==> config.mk <==
export PLATFORM = sky130hd
export DESIGN_NAME = barrel_shift_arbiter
export DESIGN_NICKNAME = d
export VERILOG_FILES = /design/src/rtl/barrel_shift_arbiter.sv
export SDC_FILE = /design/constraint.sdc
export NUM_CORES = 1
export LEC_CHECK = 0
export BUFFER_PORTS_ARGS = -buffer_cell sky130_fd_sc_hd__buf_2
export CORE_AREA = 2 2 154 156
export DETAILED_ROUTE_END_ITERATION = 8
export DIE_AREA = 0 0 156 158
export SYNTH_ARGS = -nofsm -noshare
export SYNTH_HDL_FRONTEND = slang
export SYNTH_SLANG_ARGS = --single-unit
==> constraint.sdc <==
create_clock -name clk -period 3.4 [get_ports clk]
set_input_delay 0 -clock clk [delete_from_list [all_inputs] [get_ports clk]]
set_output_delay 0 -clock clk [all_outputs]
set_load 0.02 [all_outputs]
==> src/rtl/barrel_shift_arbiter.sv <==
// barrel_shift_arbiter: round-robin arbiter that shares one N-bit rotate datapath
// between R valid/ready requesters. Results go into a single-entry output register.

// One requester lane. Its operand fields are gated by its grant bit, so ungranted
// (possibly unknown) fields drive zero into the shared OR-mux.
module bsa_lane #(
    parameter int N = 32,
    parameter int M = 5
) (
    input  logic         i_gnt,
    input  logic [N-1:0] i_a,
    input  logic [M-1:0] i_amt,
    input  logic         i_lr,
    output logic [N-1:0] o_a,
    output logic [M-1:0] o_amt,
    output logic         o_lr
);
    // Gate every field with the grant so only the winner reaches the shifter.
    always_comb begin
        o_a   = i_gnt ? i_a   : '0;
        o_amt = i_gnt ? i_amt : '0;
        o_lr  = i_gnt ? i_lr  : 1'b0;
    end
endmodule

module barrel_shift_arbiter #(
    parameter int N   = 32,
    parameter int M   = 5,
    parameter int R   = 4,
    parameter int IDW = 2
) (
    input  logic           clk,
    input  logic           reset_n,
    input  logic [R-1:0]   req_valid,
    output logic [R-1:0]   req_ready,
    input  logic [R*N-1:0] req_a,
    input  logic [R*M-1:0] req_amt,
    input  logic [R-1:0]   req_lr,
    output logic           rsp_valid,
    input  logic           rsp_ready,
    output logic [N-1:0]   rsp_y,
    output logic [IDW-1:0] rsp_id
);
    logic [IDW-1:0]        r_ptr;
    logic                  r_rsp_valid;
    logic [N-1:0]          r_rsp_y;
    logic [IDW-1:0]        r_rsp_id;

    logic                  w_slot_free;
    logic                  w_any;
    logic [IDW-1:0]        w_win;
    logic [R-1:0]          w_gnt;
    logic                  w_accept;
    logic [IDW-1:0]        w_ptr_nxt;

    logic [R-1:0][N-1:0]   w_lane_a;
    logic [R-1:0][M-1:0]   w_lane_amt;
    logic [R-1:0]          w_lane_lr;
    logic [N-1:0]          w_sel_a;
    logic [M-1:0]          w_sel_amt;
    logic                  w_sel_lr;
    logic [N-1:0]          w_rot;

    // A full slot can still take a new result if the consumer drains it this cycle.
    assign w_slot_free = !r_rsp_valid || rsp_ready;

    // Round-robin scan: walk offsets from the far end back to ptr so the
    // closest valid requester (lowest offset) is the last, winning assignment.
    always_comb begin
        int idx;
        w_any = 1'b0;
        w_win = '0;
        for (int k = R - 1; k >= 0; k--) begin
            idx = int'(r_ptr) + k;
            if (idx >= R) idx = idx - R;
            if (req_valid[idx]) begin
                w_any = 1'b1;
                w_win = IDW'(idx);
            end
        end
    end

    // Grant is one-hot to the winner only when the result slot can take it.
    always_comb begin
        w_gnt = '0;
        if (w_any && w_slot_free) w_gnt = R'(1) << w_win;
    end

    assign req_ready = w_gnt;
    assign w_accept  = |w_gnt;
    assign w_ptr_nxt = (w_win == IDW'(R - 1)) ? '0 : w_win + 1'b1;

    genvar g;
    generate
        for (g = 0; g < R; g++) begin : g_lane
            bsa_lane #(.N(N), .M(M)) u_lane (
                .i_gnt (w_gnt[g]),
                .i_a   (req_a[g*N +: N]),
                .i_amt (req_amt[g*M +: M]),
                .i_lr  (req_lr[g]),
                .o_a   (w_lane_a[g]),
                .o_amt (w_lane_amt[g]),
                .o_lr  (w_lane_lr[g])
            );
        end
    endgenerate

    // OR-combine the gated lanes; at most one lane is non-zero.
    always_comb begin
        w_sel_a   = '0;
        w_sel_amt = '0;
        w_sel_lr  = 1'b0;
        for (int i = 0; i < R; i++) begin
            w_sel_a   = w_sel_a   | w_lane_a[i];
            w_sel_amt = w_sel_amt | w_lane_amt[i];
            w_sel_lr  = w_sel_lr  | w_lane_lr[i];
        end
    end

    // Log-stage rotator: stage s rotates by 2**s when amt[s] is set. Each stage
    // shift is between 1 and N/2, so no shift-by-N term ever appears.
    always_comb begin
        w_rot = w_sel_a;
        for (int s = 0; s < M; s++) begin
            if (w_sel_amt[s]) begin
                if (w_sel_lr)
                    w_rot = (w_rot << (1 << s)) | (w_rot >> (N - (1 << s)));
                else
                    w_rot = (w_rot >> (1 << s)) | (w_rot << (N - (1 << s)));
            end
        end
    end

    // Result register and priority pointer: accept overrides drain, so a
    // simultaneous drain+accept keeps rsp_valid high with the new result.
    always_ff @(posedge clk or negedge reset_n) begin
        if (!reset_n) begin
            r_rsp_valid <= 1'b0;
            r_rsp_y     <= '0;
            r_rsp_id    <= '0;
            r_ptr       <= '0;
        end else if (w_accept) begin
            r_rsp_valid <= 1'b1;
            r_rsp_y     <= w_rot;
            r_rsp_id    <= w_win;
            r_ptr       <= w_ptr_nxt;
        end else if (rsp_ready) begin
            r_rsp_valid <= 1'b0;
        end
    end

    assign rsp_valid = r_rsp_valid;
    assign rsp_y     = r_rsp_y;
    assign rsp_id    = r_rsp_id;
endmodule

==> results of run 1 <==
-- metrics by stage --
step / instance area (sq um) / utilization / instances / setup TNS [ns]
6_report: 12500 / 0.544 / 1701 / -6.15
5_1_grt: 12500 / 0.544 / 1701 / -10.83
4_1_cts: 11800 / 0.511 / 1684 / -3.71
3_5_place_dp: 10100 / 0.436 / 1615 / -18.99
3_3_place_gp: 10100 / 0.436 / 1615 / -16.13
2_1_floorplan: 6820 / - / 932 / 0
-- kinds of logic (layout without fill, tap and decap cells) --
group	Yosys count	count (layout)	share of synthesized area
AO/OA/AOI/OAI	436	436	0.491
adder cells (fa/ha/maj)	4	4	0.00735
buffers and inverters	100	578	0.0829
flip-flops	37	37	0.136
multiplexers	59	59	0.0875
AND/OR/NAND/NOR	296	297	0.195
-- power by group --
group	leakage, nW	internal (mW)	total, mW	switching, mW
Clock	0.0655	0.262	0.438	0.176
Combinational	4.74	6.74	14.6	7.87
Sequential	0.416	0.696	0.816	0.120
Total	5.23	7.70	15.9	8.17
-- worst max-delay path by stage --
stage | slack [ns] | startpoint | end | cells after the start
floorplan | 0.009 | r_ptr[1] | rsp_y[16] | 16
finish | -0.26 | r_ptr[1] | rsp_y[16] | 16
global placement | -0.64 | r_ptr[1] | rsp_y[16] | 15
global route | -0.41 | r_ptr[1] | rsp_y[3] | 19
detailed placement | -0.75 | r_ptr[1] | rsp_y[16] | 15
CTS | -0.18 | r_ptr[1] | rsp_y[24] | 19
-- sequential cells by signal, summed over array words and instances, names as in the netlist --
signal and count:
rsp_id 2, rsp_y 32, r_ptr 2, rsp_valid 1
-- critical path: stages, from the launching register on --
cell     delay (ns)
dfrtp_2        0.42
a21oi_2        0.07
o21a_1         0.22
o22ai_4        0.22
buf_6          0.15
ha_4           0.17
a22oi_2        0.09
a211o_2        0.43
buf_12         0.20
buf_4          0.16
mux2i_1        0.21
o22ai_1        0.16
buf_4          0.19
nor2_2         0.37
a22oi_2        0.16
a41oi_2        0.22
o31ai_2        0.09
-- final cells by class --
class / count / area share
clock inverters: 1 / 0.000399
inverters: 3 / 0.00110
repair buffers: 569 / 0.357
clock buffers: 5 / 0.00998
flip-flops and latches: 37 / 0.0740
well taps: 290 / 0.0289
multi-input cells: 796 / 0.528
-- repair_timing --
item | 4_1_cts | 5_1_grt
buffers inserted | 53 | 21
hold buffers | 1 | 0
cloned | 10 | 5
endpoints found under the setup margin | 32 | 32
resized for setup | 185 | 134
pin swaps | 79 | 68
hold endpoints to repair | 37 | 0
-- cell usage in the layout (no fill, tap or decap), types with 6 or more instances in the layout --
cell / count
buf_4: 295
buf_2: 197
nand2_1: 112
a22oi_1: 88
mux2i_1: 50
a21oi_1: 46
a22oi_2: 46
nor2_1: 44
a211oi_2: 39
dfrtp_1: 36
buf_6: 35
nor3_1: 32
nor3_2: 29
buf_12: 26
o21ai_1: 23
o21ai_0: 19
a311oi_2: 19
nor2_2: 18
o211ai_1: 18
a211oi_1: 17
o22ai_1: 15
a221oi_2: 13
o22ai_2: 13
and2_1: 9
clkbuf_16: 9
nand2_2: 8
nor3_4: 8
a222oi_1: 8
nand3_1: 8
a32oi_1: 7
nor4_2: 6
nor2_4: 6
o31ai_1: 6
-- metal layers --
metal	GRT usage	vias to the layer above	share of wire
li1	-	4719	-
met1	0.390	4993	0.41
met2	0.471	722	0.46
met3	0.0408	108	0.095
met4	0.0944	0	0.034
met5	0	-	0
==> results.toml, run 1 <==
[synthesis]
synth_edf_count = 0
synthesis.nets = 1095
yosysTopAreaCell = "a22oi_1"
avgSynthCellArea_sq_um = 7.30
syn-cell-area_sq_um = 6810
synthFlopType = "dfrtp_1"
ys_seq_area_frac = 0.136
synth_warnings = 0
syn_inst = 932
ys_ff_latch = 37
synth_top_area_share = 0.147
ys_top_cells_by_count = "a22oi_1 (133), nand2_1 (122), nor2_1 (67)"
yosysUniqueCellTypes = 56
ys_async_sr_fraction = 1.00
synth.most_common_cell = "a22oi_1"
synth_area_leaders = "a22oi_1 (15%), dfrtp_1 (14%), mux2i_1 (8.1%)"

[cts]
clk_pin_slew_ns = 0.05
clock-root-buffer = "clkbuf_16"
h-tree-depth = 2
clk_latency_ns = 0.29
cts_buffers = 5
cts_tree = "done"
cts.sinks = 37
clock_path_buffers = 2

[sta]
post-route-period-util = 1.08
worst_hold_slack_ns = 0.0757
fin_worst_skew_ns = 0.00450
fmax_mhz = 273
setup_slack_ns = -0.263
relSlewSlack = 0.426
final_hold_viol_count = 0
finalSetupViolCount = 32
tightest_slew_ns = 0.862
rsz0062_at_grt = "true"
min_period_ns = 3.66
final_max_slew_viol_count = 0

[place]
numPortBuffers = 197
dp_slack_ns = -0.747
gp_congestion = 0.941
hpwl_microns = 25500

[final_layout]
multiInputGateArea_sq_um = 6620
nets = 1575
nFillCells = 2139
final-seq-area_sq_um = 927
drive_above_1_share = 0.597
diodes = 0
area_delta_synth_final_pct = 84.1

[die]
die_x_microns = 156
die-area_sq_um = 24600
die_h_microns = 158
num_rows = 56
core_area_sq_um = 23100
start_util = 0.295
ioPinCount = 198

[worst_setup_path]
critPathLaunchType = "flip-flop"
arrival_ns = 3.83
timing.rr.end = "rsp_y[16]"
ff2ff_setup_slack_ns = -0.26
worstPathRequired_ns = 3.56
r2r_cells = 16
reg2reg_from = "r_ptr[1]"
worst-setup-path-type = "reg2reg"
end_kind = "flip-flop"
critPathMaxFanout = 18

[status]
status = "finished, violations left"
violations = "setup timing"

[global_route]
grt_antenna_before_repair = 0
grt_overflow = 0
grt_pass1_vias = 10099
grt_pass1_wl_microns = 56400
grt_max_degree = 40
grt_use_total = 0.288

[route]
detail_route.drc_violations = 0
antenna_left = 0
via_count = 10542
avgViaCountPerCell = 6.20
drt_wl_total_microns = 37500
first_iter_violations = 1109
routedWlPerCell_microns = 22.1
drt_first_pass_iters = 6

[hold_path]
min_to = "rsp_valid"
hold_start = "rsp_ready"
hp-class = "in2reg"
min_path_cells = 3

[power_and_ir_drop]
power_mw = 15.9
power.density_nw_per_um2 = 1270
peakVddDrop_uv = 447
p_leak_nw = 5.23

[job]
maxCapViolations = 0
Note: power is estimated with default switching activity, not from simulation.
==> run 2, diff against run 1 <==
--- a/config.mk
+++ b/config.mk
@@ -9,6 +9,8 @@
 export CORE_AREA = 2 2 154 156
 export DETAILED_ROUTE_END_ITERATION = 8
 export DIE_AREA = 0 0 156 158
+export RECOVER_POWER = 100
+export REMOVE_ABC_BUFFERS = 1
 export SYNTH_ARGS = -nofsm -noshare
 export SYNTH_HDL_FRONTEND = slang
 export SYNTH_SLANG_ARGS = --single-unit
==> run 2 against run 1 <==
Hold slack better by 0.17 ns. Clock skew up 0.0084 ns. Via count up 0.38%. Global-route usage down 0.33 points. The run ends with capacitance limit, slew limit, setup timing left. Maximum frequency down 0.39%. Flip-flop and latch count unchanged. Setup slack worse by 0.014 ns. Power up 0.30%. Sequential share of layout area up 0.081 points. Non-clock buffer count down 25.
==> results.toml, run 2 (synthesis gave the netlist of run 1 again) <==
[status]
status = "finished, violations left"
violations = "capacitance limit, slew limit, setup timing"

[place]
numPortBuffers = 197
gp_congestion = 0.975
placed_area_sq_um = 9870
hpwl_microns = 24400

[sta]
final_max_slew_viol_count = 38
setup_tns_ns = -7.19
setup_slack_ns = -0.278
final_hold_viol_count = 0
post-route-period-util = 1.08
min_period_ns = 3.68
relSlewSlack = -0.503
finalSetupViolCount = 32
fin_worst_skew_ns = 0.0129
tightest_slew_ns = 2.25
rsz0062_at_grt = "true"
fmax_mhz = 272

[worst_setup_path]
end_kind = "flip-flop"
ff2ff_setup_slack_ns = -0.28
critPathLaunchType = "flip-flop"
critPathMaxFanout = 6
worstPathRequired_ns = 3.60
reg2reg_from = "r_ptr[1]"
r2r_cells = 19
crit_chain = "mux2i_1, a211oi_2, inv_1, buf_6, ha_4, a22oi_2, buf_4, a211oi_4, buf_6, buf_12, buf_12, buf_12, mux2i_2, o22ai_2, buf_6, nor3_2, nor4_2, o22ai_1, o31ai_1"
cp_slowest_cell = "dfrtp_2"
timing.rr.end = "rsp_y[12]"
arrival_ns = 3.87
worst-setup-path-type = "reg2reg"
slowest_delay_ns = 0.45

[final_layout]
mostFrequentLayoutCells = "buf_4 (269), buf_2 (162), nand2_1 (116), a22oi_1 (94), mux2i_1 (49)"
area_delta_synth_final_pct = 82.2
design_area_sq_um = 12400
nFillCells = 1999
drive_above_1_share = 0.564
largest_reg_flops = 32
diodes = 0
nets = 1551
layout_commonest_cell = "buf_4"

[power_and_ir_drop]
peakVddDrop_uv = 515
power_switching_mw = 8.28
p_leak_nw = 5.02
power_mw = 15.9
clockPowerShare = 0.030
power.density_nw_per_um2 = 1280
internal_power_mw = 7.63
comb_power_share = 0.918
share_seq_of_total_power = 0.051
p_sw_frac = 0.521

[hold_path]
min_to = "rsp_id[1]"
hp-class = "in2reg"
min_path_cells = 4
hold_start = "req_valid[3]"

[die]
start_util = 0.295
ioPinCount = 198
die-area_sq_um = 24600
core_area_sq_um = 23100
num_rows = 56
die_x_microns = 156
die_h_microns = 158

[cts]
cts_buffers = 5
cts.sinks = 37
clock_path_buffers = 2
clock-root-buffer = "clkbuf_16"
clk_pin_slew_ns = 0.07
cts_tree = "done"
clk_latency_ns = 0.30
h-tree-depth = 2

[route]
routedWlPerCell_microns = 21.9
drt_wl_total_microns = 36700
first_iter_violations = 1175
avgViaCountPerCell = 6.30
antenna_left = 0
drt_first_pass_iters = 5
via_count = 10582
detail_route.drc_violations = 0

[job]
maxCapViolations = 1

[global_route]
grt_pass1_vias = 10496
grt_antenna_before_repair = 0
grt_pass1_wl_microns = 56300
grt_max_degree = 40
grt_overflow = 0
grt_use_total = 0.285
## run 2: cell count changes in the layout (fill, tap and decap cells not counted), moves of 7 or more
cell,change
buf_4,-26
a211oi_2,-7
clkbuf_1,+37
buf_2,-35
nor2_4,+9
## run 2: power groups by stage
stage	logic [mW]	registers [mW]	clock network, mW
after global placement	10.6	0.820	0
final	14.6	0.819	0.481
after floorplan	5.63	1.06	0
after detailed placement	10.7	0.821	0
after global routing	15.4	0.852	0.508
after CTS	12.9	0.817	0.488
## run 2: cell type report
cell class	count	area, sq um	area share
Timing Repair Buffer	544	4200	0.338
Clock inverter	2	10.0	0.000807
Tap cell	290	363	0.0293
Multi-Input combinational cell	797	6770	0.546
Clock buffer	6	129	0.0104
Inverter	3	11.3	0.000908
Sequential cell	37	927	0.0748
## run 2: critical path: cells and delay by family, from the launching register on
family	cells	cell delay [ns]
buffers and inverters	8	1.14
and+or+nand+nor	2	0.33
adders and majority gates	1	0.18
AOI/OAI and AO/OA	6	1.18
DFF	1	0.45
muxes	2	0.29
## run 2: how the worst max path moves through the flow
stage / slack [ns] / startpoint / to
2_1_floorplan: -8.28 / r_ptr[1] / rsp_y[7]
3_3_place_gp: -0.46 / r_ptr[1] / rsp_y[11]
3_5_place_dp: -0.49 / r_ptr[1] / rsp_y[22]
4_1_cts: -0.18 / r_ptr[1] / rsp_y[22]
5_1_grt: -0.45 / r_ptr[1] / rsp_y[12]
6_report: -0.28 / r_ptr[1] / rsp_y[12]
## run 2: through the flow
stage | hold slack [ns] | instances | setup WS, ns | utilization
after floorplan | -0.296 | 835 | -8.28 | -
after global placement | 0.184 | 1596 | -0.459 | 0.428
after detailed placement | 0.188 | 1596 | -0.493 | 0.428
after CTS | 0.237 | 1654 | -0.179 | 0.506
after global routing | 0.282 | 1679 | -0.448 | 0.538
final | 0.248 | 1679 | -0.278 | 0.538
## run 2: metal layers
layer / up-vias / GRT usage / part of all wire
li1: 4667 / - / -
met1: 5056 / 0.357 / 0.40
met2: 720 / 0.490 / 0.47
met3: 139 / 0.0441 / 0.087
met4: 0 / 0.112 / 0.043
met5: - / 0 / 0
## run 2: what timing repair did
| action | CTS | global route |
|---|---|---|
| endpoints found under the hold margin | 37 | 0 |
| hold buffers | 1 | 0 |
| cloned | 12 | 0 |
| buffers inserted | 39 | 28 |
| endpoints found under the setup margin | 32 | 32 |
| pin swaps | 78 | 75 |
| resized for setup | 228 | 114 |
